## src/rtl/pipe_cla_subtractor.sv

```systemverilog
// pipe_cla_subtractor: two-stage pipelined WIDTH-bit subtractor, DIFF = A + ~B + 1.
// Stage 1 resolves the lower half over 4-bit carry-lookahead groups (carry-in 1).
// Stage 2 resolves the upper half from the registered carry and produces the flags.
// Valid/ready handshake on both sides sustains one operation per cycle.
// Optional build macro: SUB_SAT_EN selects unsigned saturation. With this option,
// a borrow clamps out_diff to zero, and out_borrow and out_ovf still report the
// unclamped result.
module pipe_cla_subtractor #(
  parameter int WIDTH = 32
) (
  input  logic             clk,
  input  logic             rst,
  input  logic             in_valid,
  output logic             in_ready,
  input  logic [WIDTH-1:0] in_a,
  input  logic [WIDTH-1:0] in_b,
  output logic             out_valid,
  input  logic             out_ready,
  output logic [WIDTH-1:0] out_diff,
  output logic             out_borrow,
  output logic             out_ovf,
  output logic             out_zero
);

  localparam int HALF = WIDTH / 2;
  localparam int NGRP = HALF / 4;

  // Lookahead adder over one half.
  // Each 4-bit group computes its bit carries from gc[k] in lookahead form.
  // Group carries ripple as C(k+1) = G | C(k) & P.
  // Returns {carry_out, sum}.
  function automatic logic [HALF:0] cla_half(
    input logic [HALF-1:0] a,
    input logic [HALF-1:0] bn,
    input logic            cin
  );
    logic [HALF-1:0] g;
    logic [HALF-1:0] p;
    logic [HALF-1:0] x;
    logic [HALF-1:0] sum;
    logic [NGRP:0]   gc;
    logic [3:0]      bc;
    logic            grp_g;
    logic            grp_p;
    g     = a & bn;
    p     = a | bn;
    x     = a ^ bn;
    sum   = '0;
    gc    = '0;
    gc[0] = cin;
    for (int k = 0; k < NGRP; k++) begin
      grp_g = g[4*k+3]
            | (p[4*k+3] & g[4*k+2])
            | (p[4*k+3] & p[4*k+2] & g[4*k+1])
            | (p[4*k+3] & p[4*k+2] & p[4*k+1] & g[4*k]);
      grp_p = &p[4*k +: 4];
      bc[0] = gc[k];
      bc[1] = g[4*k] | (p[4*k] & gc[k]);
      bc[2] = g[4*k+1] | (p[4*k+1] & g[4*k]) | (p[4*k+1] & p[4*k] & gc[k]);
      bc[3] = g[4*k+2] | (p[4*k+2] & g[4*k+1]) | (p[4*k+2] & p[4*k+1] & g[4*k])
            | (p[4*k+2] & p[4*k+1] & p[4*k] & gc[k]);
      sum[4*k +: 4] = x[4*k +: 4] ^ bc;
      gc[k+1]       = grp_g | (grp_p & gc[k]);
    end
    return {gc[NGRP], sum};
  endfunction

  // Pipeline state
  logic            s1_valid_r;
  logic [HALF-1:0] s1_diff_lo_r;
  logic            s1_carry_r;
  logic [HALF-1:0] s1_a_hi_r;
  logic [HALF-1:0] s1_bn_hi_r;
  logic            s2_valid_r;
  logic [WIDTH-1:0] s2_diff_r;
  logic            s2_borrow_r;
  logic            s2_ovf_r;
  logic            s2_zero_r;

  // Combinational datapath
  logic            adv1_s;
  logic            adv2_s;
  logic [WIDTH-1:0] bn_s;
  logic [HALF:0]   lo_s;
  logic [HALF:0]   hi_s;
  logic [WIDTH-1:0] diff_s;
  logic [WIDTH-1:0] res_s;
  logic            a_msb_s;
  logic            b_msb_s;
  logic            borrow_s;
  logic            ovf_s;
  logic            zero_s;

  assign adv2_s   = !s2_valid_r || out_ready;
  assign adv1_s   = !s1_valid_r || adv2_s;
  assign in_ready = adv1_s;

  // Stage 1 and stage 2 arithmetic: low half from the operands, high half from S1 registers
  always_comb begin
    bn_s     = ~in_b;
    lo_s     = cla_half(in_a[HALF-1:0], bn_s[HALF-1:0], 1'b1);
    hi_s     = cla_half(s1_a_hi_r, s1_bn_hi_r, s1_carry_r);
    diff_s   = {hi_s[HALF-1:0], s1_diff_lo_r};
    a_msb_s  = s1_a_hi_r[HALF-1];
    b_msb_s  = ~s1_bn_hi_r[HALF-1];
    borrow_s = ~hi_s[HALF];
    ovf_s    = (a_msb_s ^ b_msb_s) & (diff_s[WIDTH-1] ^ a_msb_s);
`ifdef SUB_SAT_EN
    if (borrow_s) begin
      res_s = '0;
    end else begin
      res_s = diff_s;
    end
`else
    res_s = diff_s;
`endif
    zero_s = (res_s == '0);
  end

  // Stage 1 register: capture low-half result and upper operands on advance
  always_ff @(posedge clk) begin
    if (rst) begin
      s1_valid_r   <= 1'b0;
      s1_diff_lo_r <= '0;
      s1_carry_r   <= 1'b0;
      s1_a_hi_r    <= '0;
      s1_bn_hi_r   <= '0;
    end else if (adv1_s) begin
      s1_valid_r <= in_valid;
      if (in_valid) begin
        s1_diff_lo_r <= lo_s[HALF-1:0];
        s1_carry_r   <= lo_s[HALF];
        s1_a_hi_r    <= in_a[WIDTH-1:HALF];
        s1_bn_hi_r   <= bn_s[WIDTH-1:HALF];
      end
    end
  end

  // Stage 2 register: final difference and flags, held stable while stalled
  always_ff @(posedge clk) begin
    if (rst) begin
      s2_valid_r  <= 1'b0;
      s2_diff_r   <= '0;
      s2_borrow_r <= 1'b0;
      s2_ovf_r    <= 1'b0;
      s2_zero_r   <= 1'b0;
    end else if (adv2_s) begin
      s2_valid_r <= s1_valid_r;
      if (s1_valid_r) begin
        s2_diff_r   <= res_s;
        s2_borrow_r <= borrow_s;
        s2_ovf_r    <= ovf_s;
        s2_zero_r   <= zero_s;
      end
    end
  end

  assign out_valid  = s2_valid_r;
  assign out_diff   = s2_diff_r;
  assign out_borrow = s2_borrow_r;
  assign out_ovf    = s2_ovf_r;
  assign out_zero   = s2_zero_r;

endmodule

```

## config.mk

```make
export PLATFORM = sky130hd
export DESIGN_NAME = pipe_cla_subtractor
export DESIGN_NICKNAME = d
export VERILOG_FILES = /design/src/rtl/pipe_cla_subtractor.sv
export SDC_FILE = /design/constraint.sdc
export NUM_CORES = 1
export LEC_CHECK = 0
export ABC_CLOCK_PERIOD_IN_PS = 4710
export BUFFER_PORTS_ARGS = -buffer_cell sky130_fd_sc_hd__buf_2
export CAP_MARGIN = 20
export CELL_PAD_IN_SITES_DETAIL_PLACEMENT = 1
export CELL_PAD_IN_SITES_GLOBAL_PLACEMENT = 2
export CORE_MARGIN = 8
export CORE_UTILIZATION = 32
export CTS_CLUSTER_SIZE = 20
export DETAILED_ROUTE_END_ITERATION = 7
export GPL_TIMING_DRIVEN = 0
export HOLD_SLACK_MARGIN = 0.08
export PLACE_DENSITY = 0.87
export SYNTH_ARGS = -nofsm -noshare
export SYNTH_HDL_FRONTEND = slang
export SYNTH_SLANG_ARGS = --single-unit
export TNS_END_PERCENT = 20
```

## constraint.sdc

```tcl
create_clock -name clk -period 4.71 [get_ports clk]
set_input_delay 0.471 -clock clk [delete_from_list [all_inputs] [get_ports clk]]
set_output_delay 0.471 -clock clk [all_outputs]
set_load 0.01 [all_outputs]
```

==> results.cfg, run 1 <==
[logic_synthesis]
yosysSeqAreaShare_pct = 34.75
yosysUniqueCellTypes = 42
yosysTopAreaCell = dfxtp_1
synth_area_leaders = dfxtp_1, ha_1, nand2_1
synth_fp_nets = 755
ys_warn_count = 0
syn_area_um2 = 4955
syn_inst = 616
synthArstFlopShare_pct = 0
synth-main-ff-cell = dfxtp_1
synth-seq-cells = 86
synth_edf_count = 0
synth_top_area_share_pct = 34.75
synth_area_per_cell_um2 = 8.043

[die]
ioPinCount = 105
die_area_um2 = 19720
die_h_um = 140.4
die_w_um = 140.4
core_um2 = 15150
start_util_pct = 32.71
rows = 45

[worst_setup_path]
critical-path-slowest-cell = nor4_1
startpoint_type = flop
path_buf_inv = 1
cp_max_fo = 3
cp_top_family = simple AND/OR/NAND/NOR gates
path_cells = inv_1 > ha_1 > nor4_1 > a21oi_2 > o41ai_1 > a21o_1 > fa_1 > nor3_1 > nand4_1 > nor3_1 > nand4_1 > or4_1 > o31ai_2
path_class = flop to flop
crit_arrival_ns = 4.25
crit_path_end_kind = flop
crit_required_ns = 4.97
cpPeakStageDelay_ns = 0.48

[global_routing]
grt_max_degree = 14
overflow = 0
grt_pass1_vias = 5053
antenna_found_initial = 0
grt_pass1_wl_um = 25400
grt_usage_pct = 16.26

[power_and_ir_drop]
combPwrFrac_pct = 19.6
p_int_mw = 1.304
seqPwrFrac_pct = 44.3
swShare_pct = 29.21
power_switching_mw = 0.5381
leakage_nw = 2.789
irDropWorstVdd_mv = 0.1494
power_density_nw_per_um2 = 307.7
power_mw = 1.842
pwr-share-clk_pct = 36.1

[place]
io_buffers = 104
gp_congestion = 0.8312
dp_hpwl_um = 12650
dp_slack_ns = 0.7474

[status]
status = finished, final reports clean

[sta]
clock.fmax_ghz = 0.2511
finalWorstPathRequiredPeriod_ns = 3.983
setup_tns_ns = 0
rsz0062_at_grt = no
report.final.setup_viol = 0
finClkSkew_ns = 0.007568
setup_ws_ns = 0.7275
hold_viol_final = 0
slew_headroom_pct = 58.28
worst_pin_slew_ns = 0.6258
fin_crit_sh_pct = 84.56
drv_slew = 0

[clock_tree]
clk_pin_slew_ns = 0.06
insertion_delay_ns = 0.34
cts_resized = 0
hold_buffers = 0
root_buffer = clkbuf_16
h-tree-depth = 3
cts_setup_buffers = 0
cts_tree = done
numCtsBuffers = 9
clock-sinks = 86
cts.path.max_buffers = 2

[drt]
ant_nets = 0
route.detailed.vias_per_inst = 4.918
drc = 0
num_vias = 4539
routed_wl_um = 15660
drt_iter0_markers = 127
wl_per_cell_um = 16.97
dr.pass1.iters = 4

[job]
drv_cap = 0

[finish]
nFillCells = 1860
nets = 870
syn_to_final_growth_pct = 20.83
post_route_cells_drive_above_1_share_pct = 17.28
num_antenna_cells = 0

[min_path]
hold_class = primary input to flop
## cells in the final DEF (no fill, tap or decap), types with 3 or more instances in the layout
master,count
a211oi_1,25
a21o_1,5
a21oi_1,69
a31oi_1,4
buf_1,5
buf_2,105
clkbuf_1,24
clkbuf_16,9
dfxtp_1,86
fa_1,7
ha_1,64
inv_1,81
nand2_1,98
nand2b_1,4
nand3_1,6
nand3b_1,6
nand4_1,3
nor2_1,50
nor2b_1,4
nor3_1,8
nor4_1,7
nor4b_1,3
o21ai_0,3
o21bai_1,4
o31ai_1,4
or4_1,3
xnor2_1,12
xor2_1,8
## state kept, by name (all words and copies together), names as in the netlist
signal        cells
s1_a_hi_r        16
out_diff         32
out_ovf           1
out_zero          1
s1_bn_hi_r       16
s1_diff_lo_r     16
out_valid         1
out_borrow        1
s1_valid_r        1
s1_carry_r        1
## metal layers
layer | wire length [um] | part of all wire (%) | track usage (%)
met5 | 0 | 0 | 0
met4 | 193 | 1.2 | 4.914
met3 | 654 | 4.2 | 3.432
met2 | 7950 | 51 | 29.83
met1 | 6865 | 44 | 18.44
## worst reg2reg max path, stage by stage, from the launching register on
cell and delay (ns):
dfxtp_1 0.36, inv_1 0.06, ha_1 0.22, nor4_1 0.48
a21oi_2 0.16, o41ai_1 0.47, a21o_1 0.21, fa_1 0.43
nor3_1 0.30, nand4_1 0.15, nor3_1 0.25, nand4_1 0.18
or4_1 0.47, o31ai_2 0.18
## cell usage after synthesis, types with 4 or more instances
| cell type | n |
|---|---|
| nor2b_1 | 4 |
| xor2_1 | 8 |
| fa_1 | 7 |
| nor3_1 | 8 |
| xnor2_1 | 12 |
| buf_1 | 5 |
| nor4_1 | 7 |
| a21o_1 | 5 |
| o21bai_1 | 4 |
| a31oi_1 | 4 |
| dfxtp_1 | 86 |
| nand2b_1 | 4 |
| nand2_1 | 98 |
| o31ai_1 | 4 |
| a21oi_1 | 69 |
| nor2_1 | 50 |
| inv_1 | 81 |
| a211oi_1 | 25 |
| ha_1 | 64 |
| clkbuf_1 | 23 |
| nand3b_1 | 6 |
| nand3_1 | 6 |
## per-stage QoR
step | utilization [%] | instance area [um^2] | instances | hold WS (ns)
floorplan | - | 4955 | 616 | 0.4402
global placement | 37.70 | 5710 | 908 | 0.4419
detailed placement | 37.70 | 5710 | 908 | 0.4489
CTS | 39.53 | 5987 | 923 | 0.2962
global route | 39.53 | 5987 | 923 | 0.2927
finish | 39.53 | 5987 | 923 | 0.3056
## cell type report
class	count	area [um^2]	area share, %
multi-input combinational	420	2819	47.08
timing repair buffer	104	520.5	8.694
clock buffer	12	256.5	4.284
sequential	86	1722	28.76
buffer	29	110.1	1.839
inverter	81	304.0	5.078
clock inverter	3	20.02	0.3344
tap	188	235.2	3.929
## power groups by stage
stage / clock network (mW) / logic (mW) / registers (mW)
detailed placement: 0 / 0.364 / 0.831
global route: 0.711 / 0.409 / 0.821
floorplan: 0 / 0.223 / 0.825
global placement: 0 / 0.350 / 0.828
finish: 0.665 / 0.361 / 0.815
CTS: 0.685 / 0.368 / 0.815
## worst paths after layout
check	from	endpoint	slack (ns)	depth (start not counted)
max	s1_a_hi_r[7]	out_zero	0.73	13
min	in_b[19]	s1_bn_hi_r[3]	0.31	2
max reg2reg	s1_a_hi_r[7]	out_zero	0.73	13
min reg2reg	out_diff[14]	out_diff[14]	0.45	2
## cells by family after synthesis
kind of cell / Yosys count / share of synthesized area (%)
AO/OA/AOI/OAI: 127 / 15.93
flip-flops: 86 / 34.75
buffers and inverters: 110 / 8.358
XOR/XNOR: 20 / 3.535
adder cells (fa/ha/maj): 71 / 18.99
AND/OR/NAND/NOR: 202 / 18.43
(Power assumes the default switching activity.)
==> inputs of run 2 (changes only) <==
--- a/config.mk
+++ b/config.mk
@@ -5,18 +5,19 @@
 export SDC_FILE = /design/constraint.sdc
 export NUM_CORES = 1
 export LEC_CHECK = 0
-export ABC_CLOCK_PERIOD_IN_PS = 4710
+export ABC_AREA = 1
+export ABC_CLOCK_PERIOD_IN_PS = 4019
 export BUFFER_PORTS_ARGS = -buffer_cell sky130_fd_sc_hd__buf_2
 export CAP_MARGIN = 20
 export CELL_PAD_IN_SITES_DETAIL_PLACEMENT = 1
 export CELL_PAD_IN_SITES_GLOBAL_PLACEMENT = 2
 export CORE_MARGIN = 8
-export CORE_UTILIZATION = 32
+export CORE_UTILIZATION = 31
 export CTS_CLUSTER_SIZE = 20
 export DETAILED_ROUTE_END_ITERATION = 7
 export GPL_TIMING_DRIVEN = 0
 export HOLD_SLACK_MARGIN = 0.08
-export PLACE_DENSITY = 0.87
+export PLACE_DENSITY = 0.86
 export SYNTH_ARGS = -nofsm -noshare
 export SYNTH_HDL_FRONTEND = slang
 export SYNTH_SLANG_ARGS = --single-unit
==> constraint.sdc (replaced) <==
create_clock -name clk -period 4.02 [get_ports clk]
set_input_delay 0.402 -clock clk [delete_from_list [all_inputs] [get_ports clk]]
set_output_delay 0.402 -clock clk [all_outputs]
set_load 0.01 [all_outputs]
==> run 2 against run 1 <==
Largest power group unchanged. Die area increased by 4.2%. Critical path type unchanged. First-iteration DRC count increased by 38%. Flip-flop and latch count unchanged. Cell area increased by 1.7%. Synthesized area increased by 1.5%. Clock power increased by 18%. Highest routed layer unchanged.
==> results.cfg, run 2 <==
[worst_setup_path]
path_cells = inv_1 > ha_1 > nor2_1 > nand4_1 > nand3_2 > nand2_1 > nand2_2 > nand2_2 > nand2_4 > fa_1 > inv_1 > nand3_1 > nor2_1 > nand2_1 > nor2_1 > nand3_1 > nor2_1 > nand2_1 > nor2_1 > nand2_1 > nor2_1 > nand2_1 > a21oi_2
cp_max_fo = 4
crit_required_ns = 4.30
crit_arrival_ns = 3.30
r2r_cells = 23
cp_common_cell = nor2_1
crit_path_end_kind = flop
startpoint_type = flop
path_class = flop to flop
critical-path-slowest-cell = fa_1
cpPeakStageDelay_ns = 0.42

[place]
io_buffers = 103
gp_congestion = 0.8467
dp_hpwl_um = 13160

[clock_tree]
cts_resized = 0
clk_pin_slew_ns = 0.07
insertion_delay_ns = 0.35
clock-sinks = 86
cts_tree = done
cts.path.max_buffers = 2
cts_setup_buffers = 0
root_buffer = clkbuf_16
numCtsBuffers = 9
hold_buffers = 0
h-tree-depth = 3

[power_and_ir_drop]
irDropWorstVdd_mv = 0.1601
leakage_nw = 3.114
power_density_nw_per_um2 = 367.4

[drt]
num_vias = 4722
route.detailed.vias_per_inst = 4.708
wl_per_cell_um = 16.17
routed_wl_um = 16220
drt_iter0_markers = 175
drc = 0
ant_nets = 0
dr.pass1.iters = 5

[finish]
mostFrequentLayoutCells = inv_1, buf_2, dfxtp_1, a21oi_1, o21ai_0
nets = 921
syn_to_final_growth_pct = 21.08
final_util_pct = 38.32
final_common_cell = inv_1
num_antenna_cells = 0
nFillCells = 2067
largest_reg_flops = 32
post_route_cells_drive_above_1_share_pct = 17.66

[logic_synthesis]
yosysUniqueCellTypes = 36
synth_top_area_share_pct = 34.25
synth_common_cells = inv_1, dfxtp_1, a21oi_1
post-synth-top-count-cell = inv_1
synth_area_per_cell_um2 = 7.526
synth_fp_nets = 807
synthArstFlopShare_pct = 0
synth_area_leaders = dfxtp_1, ha_1, inv_1
synth-seq-cells = 86
syn_area_um2 = 5027
syn_inst = 668
yosysTopAreaCell = dfxtp_1
ys_warn_count = 0
synth-main-ff-cell = dfxtp_1
synth_edf_count = 0
yosysSeqAreaShare_pct = 34.25

[sta]
worst_pin_slew_ns = 0.6726
fin_crit_sh_pct = 75.11
slew_headroom_pct = 55.16
rsz0062_at_grt = no
finClkSkew_ns = 0.007659
drv_slew = 0
finalWorstPathRequiredPeriod_ns = 3.019
hold_viol_final = 0
clock.fmax_ghz = 0.3312
report.final.setup_viol = 0
setup_tns_ns = 0

[die]
die_area_um2 = 20550
die_w_um = 143.3
start_util_pct = 31.65
ioPinCount = 105
core_um2 = 15890
rows = 46
die_h_um = 143.3

[status]
status = finished, final reports clean

[job]
drv_cap = 0

[global_routing]
overflow = 0
grt_usage_pct = 15.91
grt_pass1_vias = 5036
antenna_found_initial = 0
grt_pass1_wl_um = 25420
grt_max_degree = 16

[min_path]
hold_class = primary input to flop
hold_depth = 2
-- run 2: changes by cell type in the layout (fill, tap and decap cells not counted), moves of 11 or more --
cell / previous run / this run
a21oi_1: 69 / 80
inv_1: 81 / 133
nand2_1: 98 / 61
nand3_1: 6 / 20
a211oi_1: 25 / 1
o21ai_0: 3 / 76
-- run 2: cells by family (layout without fill, tap and decap cells) --
family,count (synthesis),count (layout),synth area share [%]
flip-flops,86,86,34.25
AND/OR/NAND/NOR,161,161,14.16
AO/OA/AOI/OAI,173,173,18.14
buffers and inverters,162,281,12.12
XOR/XNOR,15,15,2.613
adder cells (fa/ha/maj),71,71,18.72
-- run 2: through the flow --
stage | instance area, um^2 | worst slack [ns] | hold WS (ns) | power, mW | instances
after global routing | 6087 | 0.6873 | 0.2235 | 2.364 | 1003
after CTS | 6087 | 0.9673 | 0.2154 | 2.266 | 1003
after global placement | 5813 | 1.038 | 0.4510 | 1.450 | 987
final | 6087 | 1.001 | 0.2258 | 2.237 | 1003
after detailed placement | 5813 | 0.9928 | 0.4598 | 1.472 | 987
after floorplan | 5027 | 1.419 | 0.4408 | 1.274 | 668
-- run 2: final cells by class --
cell class / count / area, um^2 / share of cell area, %
Tap cell: 216 / 270.3 / 4.440
Clock inverter: 7 / 48.80 / 0.8016
Inverter: 136 / 510.5 / 8.386
Timing Repair Buffer: 103 / 515.5 / 8.469
Clock buffer: 9 / 225.2 / 3.700
Sequential cell: 86 / 1722 / 28.28
Buffer: 26 / 98.84 / 1.624
Multi-Input combinational cell: 420 / 2696 / 44.30
-- run 2: power breakdown --
group	total [mW]	switching, mW	leakage (nW)	internal (mW)
Clock	0.788	0.367	0.136	0.421
Combinational	0.483	0.299	2.27	0.184
Sequential	0.966	0.0464	0.712	0.919
-- run 2: path summary, 6_finish.rpt --
path	to	slack (ns)	startpoint
setup / recovery	out_zero	1.00	s1_a_hi_r[3]
hold / removal	s1_bn_hi_r[5]	0.23	in_b[21]
setup reg to reg	out_zero	1.00	s1_a_hi_r[3]
hold reg to reg	out_diff[11]	0.47	s1_diff_lo_r[11]
-- run 2: metal layers --
metal	global-route usage (%)	vias up	share of wire [%]
met5	0	-	0
met4	3.985	0	1.3
met3	4.313	12	5.8
met2	28.18	92	50
met1	18.56	2269	43
li1	-	2349	-
-- run 2: worst max-delay path, delay by kind of cell (launching register included) --
kind            cells  cell delay [ns]
simple gates       18             1.70
compound gates      1             0.10
buf+inv             2             0.15
flops               1             0.34
fa+ha+maj           2             0.65
